<file path="src/rtl/audio_pkg.sv">
// Shared types and constants for the audio playout path: sample width,
// midscale value, playout state encoding and the sample-rate divider
// for the 27 MHz system clock.
package audio_pkg;

    localparam int SAMPLE_W = 16;

    // Signed two's-complement midscale; becomes 0x8000 in offset binary,
    // which the modulator turns into a 50% ones density.
    localparam logic [SAMPLE_W-1:0] MIDSCALE = 16'h0000;

    // 27 MHz / 44.1 kHz, truncated.
    localparam int SAMPLE_DIV_27M = 612;

    typedef enum logic {
        ST_PREFILL = 1'b0,
        ST_PLAY    = 1'b1
    } playState_t;

    // Flipping the sign bit maps -32768..32767 onto 0..65535.
    function automatic logic [SAMPLE_W-1:0] toOffsetBinary(input logic [SAMPLE_W-1:0] s);
        return {~s[SAMPLE_W-1], s[SAMPLE_W-2:0]};
    endfunction

endpackage

</file>
<file path="src/rtl/audio_playout_sync_fifo.sv">
// Single-clock show-ahead FIFO. The head entry is always presented on
// rd_data; full/empty are derived from an occupancy counter, and the
// pointers simply wrap modulo the depth. A write is accepted while full
// when a read in the same cycle frees the slot.
module sync_fifo
    import audio_pkg::*;
#(
    parameter int W      = SAMPLE_W,
    parameter int ADDR_W = 6
) (
    input  logic              clk,
    input  logic              rst,
    input  logic              wr_en,
    input  logic [W-1:0]      wr_data,
    input  logic              rd_en,
    output logic [W-1:0]      rd_data,
    output logic [ADDR_W:0]   level,
    output logic              full,
    output logic              empty
);

    localparam int DEPTH = 2 ** ADDR_W;
    localparam logic [ADDR_W:0] FULL_LEVEL = {1'b1, {ADDR_W{1'b0}}};

    logic [W-1:0]      r_mem [DEPTH];
    logic [ADDR_W-1:0] r_wrPtr;
    logic [ADDR_W-1:0] r_rdPtr;
    logic [ADDR_W:0]   r_level;
    logic              w_doRead;
    logic              w_doWrite;

    assign full    = (r_level == FULL_LEVEL);
    assign empty   = (r_level == '0);
    assign level   = r_level;
    assign rd_data = r_mem[r_rdPtr];

    assign w_doRead  = rd_en && !empty;
    assign w_doWrite = wr_en && (!full || w_doRead);

    // Storage array; left unreset so it can map onto RAM, the pointers make stale data unreachable.
    always_ff @(posedge clk) begin
        if (w_doWrite) begin
            r_mem[r_wrPtr] <= wr_data;
        end
    end

    // Pointer and occupancy bookkeeping; a simultaneous read and write leaves the level unchanged.
    always_ff @(posedge clk) begin
        if (rst) begin
            r_wrPtr <= '0;
            r_rdPtr <= '0;
            r_level <= '0;
        end else begin
            if (w_doWrite) begin
                r_wrPtr <= r_wrPtr + ADDR_W'(1);
            end
            if (w_doRead) begin
                r_rdPtr <= r_rdPtr + ADDR_W'(1);
            end
            case ({w_doWrite, w_doRead})
                2'b10:   r_level <= r_level + (ADDR_W + 1)'(1);
                2'b01:   r_level <= r_level - (ADDR_W + 1)'(1);
                default: r_level <= r_level;
            endcase
        end
    end

endmodule

</file>
<file path="src/rtl/audio_playout.sv">
// Playout stage behind the UART sample receiver: buffers incoming samples,
// releases one per sample-rate tick once enough have been prefilled, and
// renders the current sample as a first-order sigma-delta bitstream for an
// external RC low-pass. Sticky flags report dropped samples and starvation.
module audio_playout
    import audio_pkg::*;
#(
    parameter int ADDR_W     = 6,
    parameter int SAMPLE_DIV = SAMPLE_DIV_27M,
    parameter int PREFILL    = 32
) (
    input  logic                clk,
    input  logic                rst,
    input  logic [SAMPLE_W-1:0] in_sample,
    input  logic                in_valid,
    input  logic                clear_flags,
    output logic                audio_out,
    output logic                playing,
    output logic [ADDR_W:0]     level,
    output logic                overflow,
    output logic                underrun
);

    localparam int CNT_W = (SAMPLE_DIV > 1) ? $clog2(SAMPLE_DIV) : 1;
    localparam logic [CNT_W-1:0]  TICK_LAST     = CNT_W'(SAMPLE_DIV - 1);
    localparam logic [ADDR_W:0]   PREFILL_LEVEL = (ADDR_W + 1)'(PREFILL);

    logic [CNT_W-1:0]    r_tickCnt;
    logic                w_tick;

    playState_t          r_state;
    playState_t          w_stateNext;
    logic [SAMPLE_W-1:0] r_curSample;
    logic [SAMPLE_W-1:0] w_curSampleNext;
    logic                w_pop;
    logic                w_setUnderrun;
    logic                w_setOverflow;

    logic                r_overflow;
    logic                r_underrun;
    logic [SAMPLE_W:0]   r_acc;
    logic                r_audio;

    logic [SAMPLE_W-1:0] w_fifoHead;
    logic [ADDR_W:0]     w_fifoLevel;
    logic                w_fifoFull;
    logic                w_fifoEmpty;

    sync_fifo #(
        .W      (SAMPLE_W),
        .ADDR_W (ADDR_W)
    ) u_fifo (
        .clk     (clk),
        .rst     (rst),
        .wr_en   (in_valid),
        .wr_data (in_sample),
        .rd_en   (w_pop),
        .rd_data (w_fifoHead),
        .level   (w_fifoLevel),
        .full    (w_fifoFull),
        .empty   (w_fifoEmpty)
    );

    assign w_tick        = (r_tickCnt == TICK_LAST);
    assign w_setOverflow = in_valid && w_fifoFull && !w_pop;

    assign audio_out = r_audio;
    assign playing   = (r_state == ST_PLAY);
    assign level     = w_fifoLevel;
    assign overflow  = r_overflow;
    assign underrun  = r_underrun;

    // Free-running sample-rate divider, independent of the playout state.
    always_ff @(posedge clk) begin
        if (rst) begin
            r_tickCnt <= '0;
        end else if (w_tick) begin
            r_tickCnt <= '0;
        end else begin
            r_tickCnt <= r_tickCnt + CNT_W'(1);
        end
    end

    // Playout decision: hold midscale while prefilling, pop on ticks while playing, fall back on starvation.
    always_comb begin
        w_stateNext     = r_state;
        w_curSampleNext = r_curSample;
        w_pop           = 1'b0;
        w_setUnderrun   = 1'b0;
        case (r_state)
            ST_PREFILL: begin
                w_curSampleNext = MIDSCALE;
                if (w_fifoLevel >= PREFILL_LEVEL) begin
                    w_stateNext = ST_PLAY;
                end
            end
            ST_PLAY: begin
                if (w_tick) begin
                    if (!w_fifoEmpty) begin
                        w_pop           = 1'b1;
                        w_curSampleNext = w_fifoHead;
                    end else begin
                        w_setUnderrun   = 1'b1;
                        w_curSampleNext = MIDSCALE;
                        w_stateNext     = ST_PREFILL;
                    end
                end
            end
            default: begin
                w_stateNext     = ST_PREFILL;
                w_curSampleNext = MIDSCALE;
            end
        endcase
    end

    // Playout state and the sample currently being rendered.
    always_ff @(posedge clk) begin
        if (rst) begin
            r_state     <= ST_PREFILL;
            r_curSample <= MIDSCALE;
        end else begin
            r_state     <= w_stateNext;
            r_curSample <= w_curSampleNext;
        end
    end

    // Sticky status flags; a new event in the same cycle as a clear keeps the flag set.
    always_ff @(posedge clk) begin
        if (rst) begin
            r_overflow <= 1'b0;
            r_underrun <= 1'b0;
        end else begin
            if (w_setOverflow) begin
                r_overflow <= 1'b1;
            end else if (clear_flags) begin
                r_overflow <= 1'b0;
            end
            if (w_setUnderrun) begin
                r_underrun <= 1'b1;
            end else if (clear_flags) begin
                r_underrun <= 1'b0;
            end
        end
    end

    // First-order sigma-delta: the carry out of a 16-bit phase accumulator is the output bit.
    always_ff @(posedge clk) begin
        if (rst) begin
            r_acc   <= '0;
            r_audio <= 1'b0;
        end else begin
            r_acc   <= {1'b0, r_acc[SAMPLE_W-1:0]} + {1'b0, toOffsetBinary(r_curSample)};
            r_audio <= r_acc[SAMPLE_W];
        end
    end

endmodule

</file>
<file path="config.mk">
export PLATFORM = sky130hd
export DESIGN_NAME = audio_playout
export DESIGN_NICKNAME = d
export VERILOG_FILES = /design/src/rtl/audio_pkg.sv /design/src/rtl/audio_playout_sync_fifo.sv /design/src/rtl/audio_playout.sv
export SDC_FILE = /design/constraint.sdc
export NUM_CORES = 1
export LEC_CHECK = 0
export ABC_AREA = 1
export CAP_MARGIN = 40
export CORE_ASPECT_RATIO = 1.5
export CORE_MARGIN = 1.5
export CORE_UTILIZATION = 40
export DETAILED_ROUTE_END_ITERATION = 8
export PLACE_DENSITY = 0.55
export SLEW_MARGIN = 40
export SYNTH_ARGS = -nofsm -noshare
export SYNTH_HDL_FRONTEND = slang
export SYNTH_SLANG_ARGS = --single-unit
export TNS_END_PERCENT = 10
</file>
<file path="constraint.sdc">
create_clock -name clk -period 7.2 [get_ports clk]
set_input_delay 2.16 -clock clk [delete_from_list [all_inputs] [get_ports clk]]
set_output_delay 2.16 -clock clk [all_outputs]
set_load 0.01 [all_outputs]
</file>
==> run summary, run 1 <==
Antenna-violating nets left: 0
Post-synth net total: 3385
Inserted Diodes: 0
Maximum number of buffers from clock root to sink: 3
Crit path buffers/inverters: 3
Top delay family on crit path: simple AND/OR/NAND/NOR gates
Leak pwr: 15.68 nW
Avg Vias per Cell: 5.695
Core ar.: 108300 um2
CTS sink count: 1096
Avg WL per Cell: 25.40 um
Hold_ws: 0.4443 ns
Global-route wire length before repair: 180200 um
GP Congestion: 0.9092
CP cell instances: clkdlybuf4s50_1 > inv_1 > nor2_4 > inv_2 > nor2_4 > nand3_2 > nor2_2
Grt total ovfl: 0
Synth cell count leaders: edfxtp_1, nor2_1, o21ai_0
Initial antenna violation count: 1
Slew Limit Fails: 0
TritonCTS Buffers: 99
H-tree depth: 3
Slew margin rel.: 0.4266
Worst vdd rail ir drop: 202.3 uV
Finish-stage setup viols: 0
Vias in the first global route: 27060
Worst-Skew Late Latency: 0.70 ns
Worst Hold Launch: r_tickCnt[0]
Cell accounting for the most synthesized area: edfxtp_1
R2R cell count: 10
Max-cap violations: 0
Largest net degree at the start of global routing: 184
Reg clk slew, reported paths: 0.06 ns
Mapped Avg Cell Area: 13.04 um2
IO Pins: 31
WP data required: 7.52 ns
RSZ-0062 raised after global routing: no
Worst Setup Path Type: input pin to flip-flop
Most common cell in the synthesized netlist: edfxtp_1
Arr. time, crit path: 4.62 ns
Nets: 3382
Crit-path slowest cell: nor2_2
Post-synth cell types: 43
Port buffer count: 30
CP dominant cell by count: nor2_4
Initial Utilization: 0.4024
GRT Total Usage: 0.2202
Yosys reg bits: 1096
Post-CTS setup buffer count: 0
CTS tree: yes
EDFF count, synth: 1024
Crit Path Max Fanout: 16
DRC: 0
Die Span Y: 407.3 um
Yosys top cell area share: 0.7054
Die width: 272.5 um
Min-delay worst type: flip-flop to flip-flop
Die Footprint: 111000 um2
Total negative slack: 0 ns
Capture point of the worst reg-to-reg path: r_curSample[11]
Startpoint Class: input pin
Fmax: 232.9 MHz
Min Tclk post-route: 4.295 ns
Top post-synthesis cells by area: edfxtp_1, o21ai_0, nor2_1
Row count: 148
Ys async rst share: 0
Status: completed
Routed wire length: 123200 um
Hold_buf cts: 0
Post-layout util: 0.4517
Netlist Area Pre-Place: 43590 um2
Drt pass-1 iters: 6
DP HPWL: 71010 um
R2R Setup Slk: 3.69 ns
Growth of design area from synthesis to finish: 12.26%
Power Density: 261.0 nW/um2
Vias: 27610
Crit share post-route: 0.5965
Sequential share of the synthesized area: 0.7384
Layout cell share with drive strength beyond 1: 0.09609
Worst Tran Pin Value: 0.8601 ns
WHS Path Cells: 1
Root Driver: clkbuf_16
Fill count: 9724
Cts repair resizes: 0
CP endpoint kind: flip-flop
Initial DRC count: 2581
Final hold vios: 0
Max incr delay on CP: 0.80 ns
Hold EP: r_tickCnt[0]
Ys Warns: 0
Clk_skew: 0.02224 ns
Cell count after synthesis: 3344
Dominant synthesized flop cell: edfxtp_1
[stage by stage]
stage / total power [mW] / cell area, um2 / setup WS (ns) / std cells
2_1_floorplan: 7.191 / 43590 / 2.952 / 3344
3_3_place_gp: 7.377 / 45400 / 1.984 / 4662
3_5_place_dp: 7.380 / 45500 / 2.135 / 4664
4_1_cts: 12.85 / 48860 / 2.889 / 4848
5_1_grt: 13.10 / 48940 / 2.785 / 4849
6_report: 12.77 / 48940 / 2.905 / 4849
[cells in the final DEF (no fill, tap or decap), types with 17 or more instances in the layout]
master     Yosys  layout
a21oi_1       68      68
inv_1         64      63
nor2_1       623     608
nor2_4         7      17
clkbuf_16      0     104
buf_4         10      83
nand3_1      221     220
nand2_1      116     116
clkbuf_1     136      19
clkinv_1       0      18
edfxtp_1    1024    1024
o22ai_1       25      25
o221ai_1     226     226
ha_1          20      20
dfxtp_1       72      68
clkinv_2       0      18
o21ai_0      528     528
o21ai_1       26      26
[state kept, by name, indices dropped and copies added, names as in the netlist, named ones only]
signal / cells
underrun: 1
r_curSample: 16
r_tickCnt: 10
r_acc: 17
playing: 1
overflow: 1
u_fifo.level: 7
u_fifo.r_wrPtr: 6
audio_out: 1
u_fifo.r_mem: 1024
u_fifo.r_rdPtr: 6
[area by class of cell]
class	instances	area, um2	area share
Timing Repair Buffer	125	1064	0.02173
Clock buffer	123	2674	0.05464
Inverter	78	312.8	0.006392
Tap cell	1425	1783	0.03643
Multi-Input combinational cell	1941	10200	0.2085
Sequential cell	1096	32210	0.6581
Clock inverter	61	693.2	0.01416
[cells by family after synthesis]
family / count (synthesis) / synth area share
simple gates: 1016 / 0.09962
xor+xnor: 5 / 0.001005
flops: 1096 / 0.7384
fa+ha+maj: 21 / 0.006200
buf+inv: 307 / 0.02982
compound gates: 899 / 0.1249
[worst max-delay path by stage]
stage / cells after the start / from / to
finish: 7 / in_valid / u_fifo.r_mem[37][14]
global placement: 5 / in_valid / u_fifo.r_mem[34][11]
global route: 7 / in_valid / u_fifo.r_mem[37][3]
detailed placement: 7 / in_valid / u_fifo.r_mem[35][2]
CTS: 7 / in_valid / u_fifo.r_mem[35][11]
floorplan: 6 / in_valid / u_fifo.r_mem[7][0]
[report_power, final]
part	leakage [nW]	internal [mW]	switching (mW)	total, mW
Clock	1.64	3.18	2.36	5.53
Combinational	4.24	0.0440	0.210	0.254
Sequential	9.80	6.98	0.0111	6.99
Total	15.7	10.2	2.58	12.8
[per-layer routing]
layer,global-route usage,share of wire,vias up
met5,0,0.00011,-
met4,0.1314,0.061,2
met3,0.02685,0.051,253
met2,0.3628,0.49,932
met1,0.2779,0.40,13870
li1,-,-,12560
Note: power is estimated with default switching activity, not from simulation.
==> run 2: changes to the inputs <==
- PLACE_DENSITY: 0.55 -> 0.57
- clock period: 7.2 -> 3.89 ns (I/O delays scaled with it)
==> run summary, run 2 (synthesis results as in run 1) <==
Initial antenna violation count: 0 (-1)
GP Congestion: 0.8945 (-1.6%)
Hold_buf cts: 0 (unchanged)
Avg Vias per Cell: 5.690 (about the same)
Clk_skew: 0.02772 ns (+0.005475 ns)
Worst vdd rail ir drop: 349.2 uV (+73%)
CTS tree: yes
Fill count: 9643 (-0.83%)
Slew Limit Fails: 0 (unchanged)
Max-cap violations: 0 (unchanged)
Switch Pwr: 4.767 mW (+85%)
Vias: 27870 (+0.91%)
CTS sink count: 1096 (unchanged)
Worst-Skew Late Latency: 0.71 ns (about the same)
Layout cell share with drive strength beyond 1: 0.1078 (+0.01169)
Initial Utilization: 0.4024 (unchanged)
GRT Total Usage: 0.2239 (+0.003757)
Sw frac: 0.2026 (+0.0007524)
Die Footprint: 111000 um2 (unchanged)
Commonest non-fill, non-tap cells in the layout: edfxtp_1, nor2_1, o21ai_0
Finish-stage setup viols: 0 (unchanged)
Min Tclk post-route: 2.951 ns
Int Pwr: 18.77 mW (+84%)
Post-layout util: 0.4570 (+0.005255)
Total negative slack: 0 ns (unchanged)
Largest net degree at the start of global routing: 138 (-25%)
Leak pwr: 16.02 nW (+2.2%)
Crit Path Max Fanout: 5 (-11)
RSZ-0062 raised after global routing: no
Growth of design area from synthesis to finish: 13.56%
Commonest non-fill, non-tap cell in the layout: edfxtp_1
Arr. time, crit path: 1.78 ns (-2.84 ns)
Worst Tran Pin Value: 0.8181 ns (-0.04202 ns)
DP HPWL: 75700 um (+6.6%)
Seq pwr share: 0.549 (+0.002)
CP endpoint kind: output pin
Pre-CTS WS: 0.3415 ns (-1.794 ns)
Core ar.: 108300 um2 (unchanged)
Multi-input logic area: 10130 um2 (-0.76%)
Fmax: 338.9 MHz
Worst Setup Path Type: flip-flop to output pin
WHS Path Cells: 2 (+1)
Vias in the first global route: 27050 (-0.030%)
Row count: 148 (unchanged)
Largest registers: u_fifo.r_mem (1024), r_acc (17), r_curSample (16)
Antenna-violating nets left: 0 (unchanged)
Comb power frac: 0.022 (+0.002)
Most flops, register: u_fifo.r_mem
Grt total ovfl: 0 (unchanged)
Clk pwr share: 0.429 (-0.004)
Global-route wire length before repair: 182500 um (+1.3%)
Drt pass-1 iters: 6 (unchanged)
Min-delay worst type: flip-flop to flip-flop
Max FFs per register: 1024 (unchanged)
Nets: 3434 (+1.5%)
H-tree depth: 3 (unchanged)
Final hold vios: 0 (unchanged)
Crit share post-route: 0.7586
WP data required: 2.72 ns (-4.80 ns)
Initial DRC count: 2674 (+3.6%)
Post-route setup slack: 0.9389 ns (-1.967 ns)
TritonCTS Buffers: 96 (-3.0%)
Power Density: 475.4 nW/um2 (+82%)
Register area: 32200 um2 (about the same)
Reg clk slew, reported paths: 0.07 ns (about the same)
Die Span Y: 407.3 um (unchanged)
Root Driver: clkbuf_16
R2R cell count: 9 (-1)
Startpoint Class: flip-flop
Status: completed
Slew margin rel.: 0.4546 (+0.02801)
Avg WL per Cell: 25.64 um (+0.92%)
IO Pins: 31 (unchanged)
Port buffer count: 30 (unchanged)
Routed wire length: 125500 um (+1.9%)
Maximum number of buffers from clock root to sink: 3 (unchanged)
DRC: 0 (unchanged)
Post-CTS setup buffer count: 0 (unchanged)
Die width: 272.5 um (unchanged)
Cts repair resizes: 0 (unchanged)
## run 2: cell types whose count changed in the layout (fill, tap and decap cells not counted), moves of 2 or more
cell / previous run / this run
diode_2: 0 / 2
buf_4: 83 / 116
clkbuf_16: 104 / 100
buf_6: 16 / 0
nor2_4: 17 / 7
inv_2: 11 / 13
nor2_1: 608 / 617
buf_2: 8 / 15
buf_12: 4 / 35
clkbuf_1: 19 / 11
clkinvlp_4: 4 / 8
## run 2: metrics by stage
stage | power (mW) | hold WS, ns | instances | instance area [um2]
6_report | 23.54 | 0.4012 | 4897 | 49510
5_1_grt | 24.09 | 0.4188 | 4895 | 49500
4_1_cts | 23.67 | 0.4077 | 4895 | 49500
3_5_place_dp | 13.70 | 0.3978 | 4720 | 46210
3_3_place_gp | 13.70 | 0.3999 | 4720 | 46210
2_1_floorplan | 13.31 | 0.3883 | 3344 | 43590
## run 2: layout make-up
type | instances | share of cell area
antenna | 2 | 0.0001011
clock buffer | 111 | 0.05138
inverter | 78 | 0.006268
clock inverter | 64 | 0.01509
multi-input combinational | 1941 | 0.2046
sequential | 1096 | 0.6505
timing repair buffer | 180 | 0.03609
tap | 1425 | 0.03601
## run 2: worst max-delay path, cell delays in order, from the launching register on
cell             delay (ns)
dfxtp_1                0.38
buf_4                  0.17
clkdlybuf4s50_1        0.54
## run 2: worst paths after layout
check | start | slack, ns | endpoint
worst max register to register | flip-flop | 0.95 | r_curSample[7]
worst min-delay path | r_acc[16] | 0.40 | audio_out
worst max-delay path | playing | 0.94 | playing
worst min register to register | r_acc[16] | 0.40 | audio_out
## run 2: layer usage
metal	vias to the layer above	GRT usage	wire [um]
met5	-	0	0
met4	0	0.1068	5919
met3	224	0.02431	6263
met2	995	0.3921	64480
met1	13970	0.2750	48880
li1	12680	-	-
## run 2: power by group through the flow
stage / combinational (mW) / clock, mW / sequential (mW)
CTS: 0.514 / 10.2 / 12.9
global route: 0.538 / 10.6 / 12.9
finish: 0.510 / 10.1 / 12.9
global placement: 0.510 / 0 / 13.2
detailed placement: 0.514 / 0 / 13.2
floorplan: 0.119 / 0 / 13.2
